<file path="src/rtl/seg_display_scan.sv">
// seg_display_scan: four-digit multiplexed seven-segment driver with frame-synchronous shadow register.
module seg_display_scan #(
  parameter int SCAN_DIV = 25000,
  parameter bit BLANK_LZ = 1'b1
) (
  input  logic        clk,
  input  logic        reset,
  input  logic [15:0] result,
  input  logic        hold,
  output logic [3:0]  an,
  output logic [6:0]  seg,
  output logic        dp
);
  localparam int CW = 20;
  logic [CW-1:0] cnt;
  logic [1:0]    idx;
  logic [15:0]   shadow;
  logic          tick;
  logic [3:0]    nib;
  logic          z1, z2, z3, blank;
  logic [3:0]    an_nxt;
  logic [6:0]    seg_nxt;
  function automatic logic [6:0] hex_seg(input logic [3:0] v);
    case (v)
      4'h0: hex_seg = 7'b1000000;
      4'h1: hex_seg = 7'b1111001;
      4'h2: hex_seg = 7'b0100100;
      4'h3: hex_seg = 7'b0110000;
      4'h4: hex_seg = 7'b0011001;
      4'h5: hex_seg = 7'b0010010;
      4'h6: hex_seg = 7'b0000010;
      4'h7: hex_seg = 7'b1111000;
      4'h8: hex_seg = 7'b0000000;
      4'h9: hex_seg = 7'b0010000;
      4'ha: hex_seg = 7'b0001000;
      4'hb: hex_seg = 7'b0000011;
      4'hc: hex_seg = 7'b1000110;
      4'hd: hex_seg = 7'b0100001;
      4'he: hex_seg = 7'b0000110;
      default: hex_seg = 7'b0001110;
    endcase
  endfunction
  assign tick = cnt == CW'(SCAN_DIV - 1);
  // Shadow only reloads between frames so a frame never mixes two results.
  always_ff @(posedge clk) begin
    if (!reset) begin
      cnt    <= '0;
      idx    <= '0;
      shadow <= '0;
      an     <= 4'b1111;
      seg    <= 7'b1111111;
      dp     <= 1'b1;
    end else begin
      cnt    <= tick ? '0 : cnt + 1'b1;
      idx    <= tick ? idx + 2'd1 : idx;
      shadow <= (tick && idx == 2'd3 && !hold) ? result : shadow;
      an     <= an_nxt;
      seg    <= seg_nxt;
      dp     <= 1'b1;
    end
  end
  always_comb begin
    nib     = shadow[{idx, 2'b00} +: 4];
    z3      = shadow[15:12] == 4'h0;
    z2      = z3 && shadow[11:8] == 4'h0;
    z1      = z2 && shadow[7:4] == 4'h0;
    blank   = BLANK_LZ && (idx == 2'd3 ? z3 : idx == 2'd2 ? z2 : idx == 2'd1 ? z1 : 1'b0);
    an_nxt  = blank ? 4'b1111 : ~(4'b0001 << idx);
    seg_nxt = blank ? 7'b1111111 : hex_seg(nib);
  end
endmodule

</file>
<file path="config.mk">
export PLATFORM = sky130hd
export DESIGN_NAME = seg_display_scan
export DESIGN_NICKNAME = d
export VERILOG_FILES = /design/src/rtl/seg_display_scan.sv
export SDC_FILE = /design/constraint.sdc
export NUM_CORES = 1
export LEC_CHECK = 0
export BUFFER_PORTS_ARGS = -buffer_cell sky130_fd_sc_hd__buf_2
export CAP_MARGIN = 20
export CORE_MARGIN = 2
export CORE_UTILIZATION = 62
export CTS_CLUSTER_DIAMETER = 50
export DETAILED_ROUTE_END_ITERATION = 7
export PLACE_DENSITY = 0.85
export SLEW_MARGIN = 25
export SYNTH_ARGS = -nofsm -noshare
export SYNTH_HDL_FRONTEND = slang
export SYNTH_SLANG_ARGS = --single-unit
</file>
<file path="constraint.sdc">
create_clock -name clk -period 4 [get_ports clk]
set_input_delay 0.2 -clock clk [delete_from_list [all_inputs] [get_ports clk]]
set_output_delay 0.2 -clock clk [all_outputs]
set_load 0.02 [all_outputs]
</file>
# --- Word-level counts from Yosys, hierarchy flattened ---
# Memory sizes are Yosys's and may differ from the RTL's. A register that Yosys moved wholly into a read port is not among the register bits.
# Cells that the tools add are included.
word_totals:
  reg_bits: 42
  rom_bits: 112
  in_bits: 19
  out_inout_bits: 12
  mem_count: 1
op_classes:
  add_sub_neg: 2
  eq_ne: 4
  n_shift: 2
  n_mux: 3
  bitwise: 2
  n_reduce_logical: 10
mem_list:
  columns: ["name", "words", "width", "rd", "rd_clocked_by_memory_dff", "write_ports", "line", "source"]
  rows:
  - ["(name not given)", 16, 7, 1, 1, 0, "24", "case (v)"]
ops:
  columns: ["cell", "n"]
  rows:
  - ["20-bit by 1-bit adder with 20-bit output (second input constant)", 1]
  - ["20-bit by 15-bit equality test with 1-bit output (second input constant)", 1]
  - ["16-bit by 5-bit indexed part select with 4-bit output", 1]
  - ["4-bit logical NOT", 3]
  - ["2-bit equality test (second input constant)", 2]
  - ["1-bit logical AND", 4]
  - ["4-bit inverter", 1]
  - ["2-bit OR reduction", 2]
  - ["1-bit by 2-bit << shifter with 4-bit output (first input constant)", 1]
  - ["1-bit two-way mux", 3]
  - ["2-bit by 1-bit adder with 2-bit output (second input constant)", 1]
  - ["2-bit by 1-bit equality test with 1-bit output (second input constant)", 1]
  - ["1-bit logical NOT", 1]
  - ["1-bit inverter", 1]

# --- Depth between registers and ports, before layout ---
# Gate-level depths: netlist (run 1).
logic_depth:
  ltp_word: 7
  ltp_mapped: 7
  depth_no_buf: 6

# --- Least setup slack after synthesis (run 1) ---
# OpenSTA, ideal clock, no wires.
synth_timing:
  kind: "register -> register"
  startpoint: "reg idx[0]"
  endpoint: "reg seg[3]"
  setup_ps: 117
  t_arrival_ps: 1974
  required_ps: 3883
  slack_ps: 1909
  stages_incl_launch_ff: 8
  path_cell_list: "dfxtp_1 > buf_2 > mux4_2 > inv_1 > ha_1 > inv_1 > mux4_2 > nand2b_1"
synth_via:
  elab_chain_cells: 5
  word_cells_on_any_way: 8
  cone_classes: "3 x eq/ne; 1 x shift; 3 x mux; 1 x reduce/logical"
synth_lines:
  columns: ["item", "line", "source"]
  rows:
  - ["from (decl)", "16", "logic [1:0] idx;"]
  - ["from (signal assigned)", "55", "idx <= tick ? idx + 2'd1 : idx;"]
  - ["2-bit by 1-bit equality test with 1-bit output", "67", "blank = BLANK_LZ && (idx == 2'd3 ? z3 : idx == 2'd2 ? z2 : idx == 2'd1 ? z1 : 1'b0);"]
  - ["1-bit two-way mux (3 in series)", "67", null]
  - ["2-bit OR reduction (no source line)", null, null]
  - ["to (decl)", "11", "output logic [6:0] seg,"]
# Parallel ways exist; a longest one is shown, timed or not.
# A chain may end at the register's enable or synchronous reset.

# --- Worst setup path after layout (run 1) ---
layout_timing:
  startpoint: "reg cnt[16]"
  endpoint: "reg shadow[12]"
layout_via:
  elab_chain_cells: 3
layout_lines:
  columns: ["item", "line", "source"]
  rows:
  - ["from (decl)", "15", "logic [CW-1:0] cnt;"]
  - ["from (signal assigned)", "54", "cnt <= tick ? '0 : cnt + 1'b1;"]
  - ["20-bit by 15-bit equality test with 1-bit output", "43", "assign tick = cnt == CW'(SCAN_DIV - 1);"]
  - ["1-bit logical AND (2 in series)", "56", "shadow <= (tick && idx == 2'd3 && !hold) ? result : shadow;"]
  - ["to (signal assigned)", "56", null]
  - ["to (decl)", "17", "logic [15:0] shadow;"]
# Every way passes these cells.

==> impl_metrics.env, run 1 <==
export IMPL_cts_clk_slew_worst_paths_ns=0.09
export IMPL_io_buffers=29
export IMPL_hold_path_class="in -> reg"
export IMPL_final_util_pct=72.5
export IMPL_ys_async_sr_fraction_pct=0
export IMPL_rsz0062_at_grt="false"
export IMPL_synthCells=269
export IMPL_layout_commonest_cell="dfxtp_1"
export IMPL_synth_area_top_cells="dfxtp_1, o31ai_1, ha_1"
export IMPL_place_ws_ns=1.66
export IMPL_mostFrequentLayoutCells="dfxtp_1, buf_2, a21oi_1"
export IMPL_setup_slack_ns=1.58
export IMPL_place_area_mm2=0.00261
export IMPL_fp_dieH_um=67.0
export IMPL_whs_ns=0.146
export IMPL_cts_tree="built"
export IMPL_arrival_ns=2.65
export IMPL_synth_top_cell_by_area="dfxtp_1"
export IMPL_wl_mm=5.31
export IMPL_cts_setup_buffers=0
export IMPL_ir_worst_vdd_v=0.000249
export IMPL_fmax_mhz=412
export IMPL_area_sequential_um2=981
export IMPL_final_hold_viol_count=0
export IMPL_yosysTopAreaCellShare_pct=39.9
export IMPL_cts_buffer_depth=2
export IMPL_critPathLaunchType="flop"
export IMPL_design_area_mm2=0.00271
export IMPL_slew_violations=0
export IMPL_holdBufCountCts=0
export IMPL_area_growth_pct=10.2
export IMPL_worstSetupEndpointType="flop"
export IMPL_synth_net_count=299
export IMPL_fp_dieArea_mm2=0.00449
export IMPL_clk_latency_ns=0.30
export IMPL_n_antenna_cell=0
export IMPL_synth_seq_cells=49
export IMPL_wl_per_cell_um=15.6
export IMPL_period_share_pct=60.6
export IMPL_fin_cells=340
export IMPL_die_w_um=67.0
export IMPL_place_gp_congestion=0.784
export IMPL_vias_per_cell=6.24
export IMPL_overflow=0
export IMPL_fin_skew_ns=0.00707
export IMPL_grt_pass1_vias=1922
export IMPL_drcViolationCount=0
export IMPL_drt_iter0_markers=193
export IMPL_cp_required_ns=4.22
export IMPL_track_usage_pct=26.7
export IMPL_final_min_clock_period_ns=2.42
export IMPL_max_cap_violations=0
export IMPL_synth_area_mm2=0.00246
export IMPL_synthDistinctLibCells=43
export IMPL_root_buffer="clkbuf_8"
export IMPL_ys_warn_count=0
export IMPL_setup_viol_count_final=0
export IMPL_ys_seq_area_share_pct=39.9
export IMPL_power_mw=0.853
export IMPL_outcome="finished clean"
export IMPL_cts_buffers=5
export IMPL_core_area_mm2=0.00374
export IMPL_synthFlopType="dfxtp_1"
export IMPL_syn_mean_instance_area_um2=9.15
export IMPL_placed_cells=332
export IMPL_antenna_found_initial=0
export IMPL_synth_edff_count=0
export IMPL_maxSlewHeadroom_pct=44.1
export IMPL_start_util_pct=65.7
export IMPL_n_fill_cell=301
export IMPL_power_density_mw_per_mm2=314
export IMPL_p_leak_nw=0.942
export IMPL_nets=321
export IMPL_critPathMaxFanout=20
export IMPL_cts_htree_levels=2
export IMPL_drtAntennaViolNets=0
export IMPL_grt_max_degree=21
export IMPL_pin_count=31
export IMPL_multi_input_comb_area_mm2=0.00137
export IMPL_cts_sinks=49
export IMPL_setup_tns_ns=0
export IMPL_vias=2120
export IMPL_post_route_cells_drive_above_1_share_pct=18.2
export IMPL_hpwl_mm=3.61
export IMPL_first_pass_iters=5
export IMPL_cts_repair_resized=0
export IMPL_worstMarginPinSlew_ns=0.834
export IMPL_num_rows=22
export IMPL_grt_pass1_wl_mm=9.14
export IMPL_path_class="reg -> reg"
-- worst max-delay path, stage by stage (launching register included) --
cell,delay (ns)
dfxtp_1,0.37
nand4b_1,0.75
and3b_1,0.84
nand4_1,0.19
a21oi_1,0.18
-- flip-flops by register name, summed over array words and instances (netlist names) --
register,count
an,4
idx,2
seg,7
shadow,16
cnt,20
-- cells in the mapped netlist, types with 2 or more instances --
master and n:
nand3b_1 3, nor3_1 3, xor2_1 4, or3_1 5, o21ai_0 4, or4_1 3
ha_1 11, nand2b_1 2, o221ai_1 2, dfxtp_1 49, o211ai_1 2, nor2_1 21
nand4b_1 2, clkinv_1 2, buf_2 3, buf_1 2, buf_4 2, nand3_1 10
mux2_2 3, nor4_1 8, mux2i_1 7, a21oi_1 26, nand4_1 18, o31ai_1 20
nand2_1 12, mux4_2 3, clkbuf_1 8, inv_1 10, xnor2_1 10
-- cell families after synthesis --
family | after synthesis | share of synthesized area [%]
simple gates | 93 | 21.1
other cells | 1 | 0.152
buf+inv | 27 | 4.58
compound gates | 60 | 15.8
xor+xnor | 14 | 4.98
mux | 14 | 7.88
flops | 49 | 39.9
fa+ha+maj | 11 | 5.59
-- power by group --
part,internal [mW],switching [mW],total (mW),leakage [nW]
Combinational,0.0134,0.0209,0.0343,0.489
Clock,0.157,0.164,0.321,0.0542
Sequential,0.494,0.00364,0.497,0.398
-- final timing paths --
kind,from,endpoint,slack [ns],cells past startpoint
worst max-delay path,cnt[16],shadow[12],1.58,4
worst min-delay path,result[3],shadow[3],0.15,3
worst max register to register,cnt[16],shadow[12],1.58,4
worst min register to register,cnt[0],cnt[0],0.47,1
-- metal layers --
| layer | up-vias | share of wire, % | GRT usage, % |
|---|---|---|---|
| met5 | - | 0 | 0 |
| met4 | 0 | 0.70 | 6.38 |
| met3 | 5 | 5.8 | 6.25 |
| met2 | 84 | 46 | 40.3 |
| met1 | 989 | 48 | 38.3 |
| li1 | 1042 | - | - |
-- layout make-up --
type                    count  share of cell area (%)
well taps                  48                    2.21
flip-flops and latches     49                    36.2
repair buffers             30                    5.63
multi-input cells         193                    50.6
clock inverters             1                   0.185
inverters                  12                    1.66
clock buffers               7                    3.55
(Power assumes the default switching activity.)
==> run 2: changes to the inputs <==
Settings changed: CORE_UTILIZATION 62 to 52, PLACE_DENSITY 0.85 to 0.76.
Clock period 4 ns to 2.1 ns, I/O delays scaled along.
==> impl_metrics.env, run 2 (synthesized netlist as in run 1, its figures left out) <==
export IMPL_period_share_pct=95.1
export IMPL_critPathMaxFanout=5
export IMPL_n_antenna_cell=0
export IMPL_reg_top3="cnt x20, shadow x16, seg x7"
export IMPL_root_buffer="clkbuf_8"
export IMPL_worstSetupEndpointType="flop"
export IMPL_pin_count=31
export IMPL_post_route_cells_drive_above_1_share_pct=22.2
export IMPL_slew_violations=0
export IMPL_cts_buffer_depth=2
export IMPL_cp_required_ns=2.29
export IMPL_track_usage_pct=21.4
export IMPL_path_class="reg -> reg"
export IMPL_cts_buffers=5
export IMPL_start_util_pct=53.2
export IMPL_num_rows=25
export IMPL_max_cap_violations=0
export IMPL_grt_max_degree=20
export IMPL_cts_sinks=49
export IMPL_place_gp_congestion=0.885
export IMPL_drcViolationCount=0
export IMPL_core_area_mm2=0.00463
export IMPL_power_density_mw_per_mm2=562
export IMPL_rsz0062_at_grt="false"
export IMPL_wl_mm=5.27
export IMPL_drt_iter0_markers=168
export IMPL_mostFrequentLayoutCells="dfxtp_1, buf_2, a21oi_1"
export IMPL_clk_latency_ns=0.31
export IMPL_final_util_pct=60.8
export IMPL_largest_reg_flops=20
export IMPL_holdBufCountCts=0
export IMPL_antenna_found_initial=0
export IMPL_cts_clk_slew_worst_paths_ns=0.09
export IMPL_place_area_mm2=0.00270
export IMPL_grt_pass1_vias=1902
export IMPL_cts_tree="built"
export IMPL_final_min_clock_period_ns=2.00
export IMPL_first_pass_iters=4
export IMPL_setup_tns_ns=0
export IMPL_worstMarginPinSlew_ns=0.624
export IMPL_drtAntennaViolNets=0
export IMPL_vias_per_cell=5.87
export IMPL_area_growth_pct=14.3
export IMPL_io_buffers=29
export IMPL_ir_worst_vdd_v=0.000406
export IMPL_maxSlewHeadroom_pct=58.4
export IMPL_setup_viol_count_final=0
export IMPL_nets=335
export IMPL_hold_path_class="in -> reg"
export IMPL_critPathLaunchType="flop"
export IMPL_fp_dieArea_mm2=0.00530
export IMPL_grt_pass1_wl_mm=8.96
export IMPL_regMostFlops="cnt"
export IMPL_layout_commonest_cell="dfxtp_1"
export IMPL_fp_dieH_um=72.8
export IMPL_cts_htree_levels=2
export IMPL_die_w_um=72.8
export IMPL_overflow=0
export IMPL_fmax_mhz=500
export IMPL_wl_per_cell_um=14.6
export IMPL_hpwl_mm=3.87
export IMPL_final_hold_viol_count=0
export IMPL_vias=2112
export IMPL_design_area_mm2=0.00281
export IMPL_p_leak_nw=0.998
export IMPL_outcome="finished clean"
export IMPL_arrival_ns=2.19
export IMPL_fin_skew_ns=0.00690
-- run 2: cell type report --
type / instances / area [um^2]
Clock buffer: 5 / 68.8
Clock inverter: 3 / 21.3
Fill cell: 415 / 1820
Inverter: 12 / 45.0
Multi-Input combinational cell: 193 / 1370
Sequential cell: 49 / 982
Tap cell: 54 / 67.6
Timing Repair Buffer: 44 / 258
-- run 2: layer usage --
metal / wire (um) / vias to the layer above / global-route usage, %
met3: 203 / 12 / 4.01
met5: 0 / - / 0
met2: 2380 / 49 / 31.5
met4: 116 / 0 / 8.64
met1: 2570 / 981 / 30.8
li1: - / 1070 / -
-- run 2: final timing paths --
kind / to / depth (start not counted) / slack [ns] / start
setup / recovery: seg[3] / 5 / 0.10 / idx[0]
hold / removal: shadow[13] / 3 / 0.04 / result[13]
setup reg to reg: seg[3] / 5 / 0.10 / idx[0]
hold reg to reg: shadow[2] / 2 / 0.48 / shadow[2]
-- run 2: power by group --
part / internal [mW] / switching (mW)
combinational: 0.0283 / 0.0402
clock: 0.237 / 0.328
sequential: 0.940 / 0.00657
total: 1.21 / 0.375
-- run 2: worst max-delay path: stages, from the launching register on --
cell	delay, ns
dfxtp_2	0.37
mux4_2	0.57
buf_4	0.17
ha_1	0.19
mux4_2	0.44
nand2b_1	0.14
-- run 2: per-stage QoR --
step | worst slack, ns | total power, mW | std cells | hold slack (ns)
2_1_floorplan | 0.00917 | 1.01 | 269 | 0.259
3_3_place_gp | 0.123 | 1.04 | 350 | 0.370
3_5_place_dp | 0.0589 | 1.04 | 350 | 0.372
4_1_cts | 0.0411 | 1.59 | 358 | 0.0412
5_1_grt | 0.0326 | 1.63 | 360 | 0.0404
6_report | 0.102 | 1.58 | 360 | 0.0423
-- run 2: timing repair --
item                       in CTS  in global routing
setup buffers                   0                  2
setup endpoints to repair       0                  3
gates resized for setup         0                  3
==> run 3: changes to the inputs <==
Settings changed: CELL_PAD_IN_SITES_DETAIL_PLACEMENT set to 1, CELL_PAD_IN_SITES_GLOBAL_PLACEMENT set to 1, CORE_UTILIZATION 52 to 39, MAX_ROUTING_LAYER set to met4, PLACE_DENSITY 0.76 to unset, PLACE_DENSITY_LB_ADDON set to 0.1.
==> impl_metrics.env, run 3 (synthesized netlist as in run 1, its figures left out) <==
export IMPL_outcome="finished clean"
export IMPL_min_path_cells=3
export IMPL_grt_met3_usage_pct=2.98
export IMPL_r2r_start="idx[0]"
export IMPL_first_pass_iters=4
export IMPL_final_min_clock_period_ns=1.95
export IMPL_setup_viol_count_final=0
export IMPL_cts_clk_slew_worst_paths_ns=0.09
export IMPL_fin_skew_ns=0.00488
export IMPL_power_density_mw_per_mm2=595
export IMPL_overflow=0
export IMPL_reg_top3="cnt x20, shadow x16, seg x7"
export IMPL_drcViolationCount=0
export IMPL_holdPathEnd="shadow[14]"
export IMPL_grt_use_met2_pct=28.2
export IMPL_io_buffers=29
export IMPL_maxSlewHeadroom_pct=63.9
export IMPL_cts_sinks=49
export IMPL_drt_iter0_markers=78
export IMPL_rsz0062_at_grt="false"
export IMPL_largest_reg_flops=20
export IMPL_regToRegSetupSlack_ns=0.15
export IMPL_wl_per_cell_um=16.1
export IMPL_hold_start="result[14]"
export IMPL_cts_repair_resized=0
export IMPL_r2r_end="seg[3]"
export IMPL_area_growth_pct=17.8
export IMPL_worstSetupEndpointType="flop"
export IMPL_drtAntennaViolNets=0
export IMPL_fp_dieH_um=83.4
export IMPL_critPathMaxFanout=6
export IMPL_regMostFlops="cnt"
export IMPL_ir_worst_vdd_v=0.000311
export IMPL_fmax_mhz=512
export IMPL_cts_buffers=5
export IMPL_grt_max_degree=20
export IMPL_hold_path_class="in -> reg"
export IMPL_n_antenna_cell=0
export IMPL_core_area_mm2=0.00603
export IMPL_grt_util_met1_pct=27.8
export IMPL_setup_tns_ns=0
export IMPL_max_stage_delay_ns=0.59
export IMPL_cts_htree_levels=2
export IMPL_max_cap_violations=0
export IMPL_cp_required_ns=2.30
export IMPL_post_route_cells_drive_above_1_share_pct=22.8
export IMPL_track_usage_pct=19.1
export IMPL_num_rows=28
export IMPL_wl_mm=6.20
export IMPL_place_gp_congestion=0.816
export IMPL_crit_top_cell="mux4_2"
export IMPL_gr_max_usage_layer="met2"
export IMPL_vias=2169
export IMPL_p_leak_nw=1.04
export IMPL_grt_pass1_vias=2128
export IMPL_clk_latency_ns=0.30
export IMPL_root_buffer="clkbuf_8"
export IMPL_period_share_pct=92.9
export IMPL_vias_per_cell=5.62
export IMPL_pin_count=31
export IMPL_antenna_found_initial=0
export IMPL_final_hold_viol_count=0
export IMPL_worstPathCellList="mux4_2, ha_1, mux4_2, nand2b_1"
export IMPL_slew_violations=0
export IMPL_crit_slowest_cell="mux4_2"
export IMPL_critPathLaunchType="flop"
export IMPL_startpoint="idx[0]"
export IMPL_start_util_pct=40.8
export IMPL_cts_setup_buffers=0
export IMPL_path_class="reg -> reg"
export IMPL_fp_dieArea_mm2=0.00696
export IMPL_holdBufCountCts=0
export IMPL_grt_pass1_wl_mm=10.7
export IMPL_cts_buffer_depth=2
export IMPL_placed_cells=378
export IMPL_layout_commonest_cell="dfxtp_1"
export IMPL_fin_cells=386
export IMPL_worstMarginPinSlew_ns=0.538
export IMPL_r2r_worst_path_cells=4
export IMPL_mostFrequentLayoutCells="dfxtp_1, buf_2, a21oi_1"
export IMPL_nets=340
export IMPL_die_w_um=83.4
export IMPL_hpwl_mm=4.61
export IMPL_cts_tree="built"
export IMPL_arrival_ns=2.15
export IMPL_n_fill_cell=738
==> run 3: power by group <==
group	switching [mW]	leakage, nW	total, mW	internal (mW)
Sequential	0.00672	0.399	0.947	0.940
Combinational	0.0408	0.579	0.0700	0.0292
Clock	0.319	0.0585	0.708	0.389
Total	0.367	1.04	1.73	1.36
==> run 3: cell type report <==
class | count | area [um^2] | area share [%]
sequential | 49 | 982 | 33.9
multi-input combinational | 193 | 1370 | 47.2
clock inverter | 1 | 30.0 | 1.04
inverter | 12 | 45.0 | 1.55
tap | 75 | 93.8 | 3.24
clock buffer | 7 | 86.3 | 2.98
timing repair buffer | 49 | 295 | 10.2
==> run 3: how the worst max path moves through the flow <==
stage,end
finish,seg[3]
global route,seg[3]
CTS,seg[3]
detailed placement,seg[3]
global placement,seg[3]
floorplan,seg[3]
==> run 3: metal layers <==
layer	up-vias	routed length, um
li1	1076	-
met1	1046	3310
met2	40	2640
met3	7	192
met4	0	56
met5	-	0
==> run 3: critical path, delay by kind of cell (launching register included) <==
| family | cells | cell delay [ns] |
|---|---|---|
| AND/OR/NAND/NOR | 1 | 0.14 |
| multiplexers | 2 | 1.04 |
| flip-flops | 1 | 0.38 |
| adder cells (fa/ha/maj) | 1 | 0.29 |
==> run 3: metrics by stage <==
| stage | cell area, um^2 | total power, mW | utilization, % | hold WS, ns | worst slack, ns |
|---|---|---|---|---|---|
| after detailed placement | 2780 | 1.04 | 46.2 | 0.373 | 0.0544 |
| after global placement | 2780 | 1.04 | 46.2 | 0.368 | 0.105 |
| after CTS | 2900 | 1.75 | 48.1 | 0.0453 | 0.0497 |
| after floorplan | 2460 | 1.01 | - | 0.259 | 0.00917 |
| after global routing | 2900 | 1.80 | 48.1 | 0.0557 | 0.0152 |
| final | 2900 | 1.73 | 48.1 | 0.0512 | 0.148 |
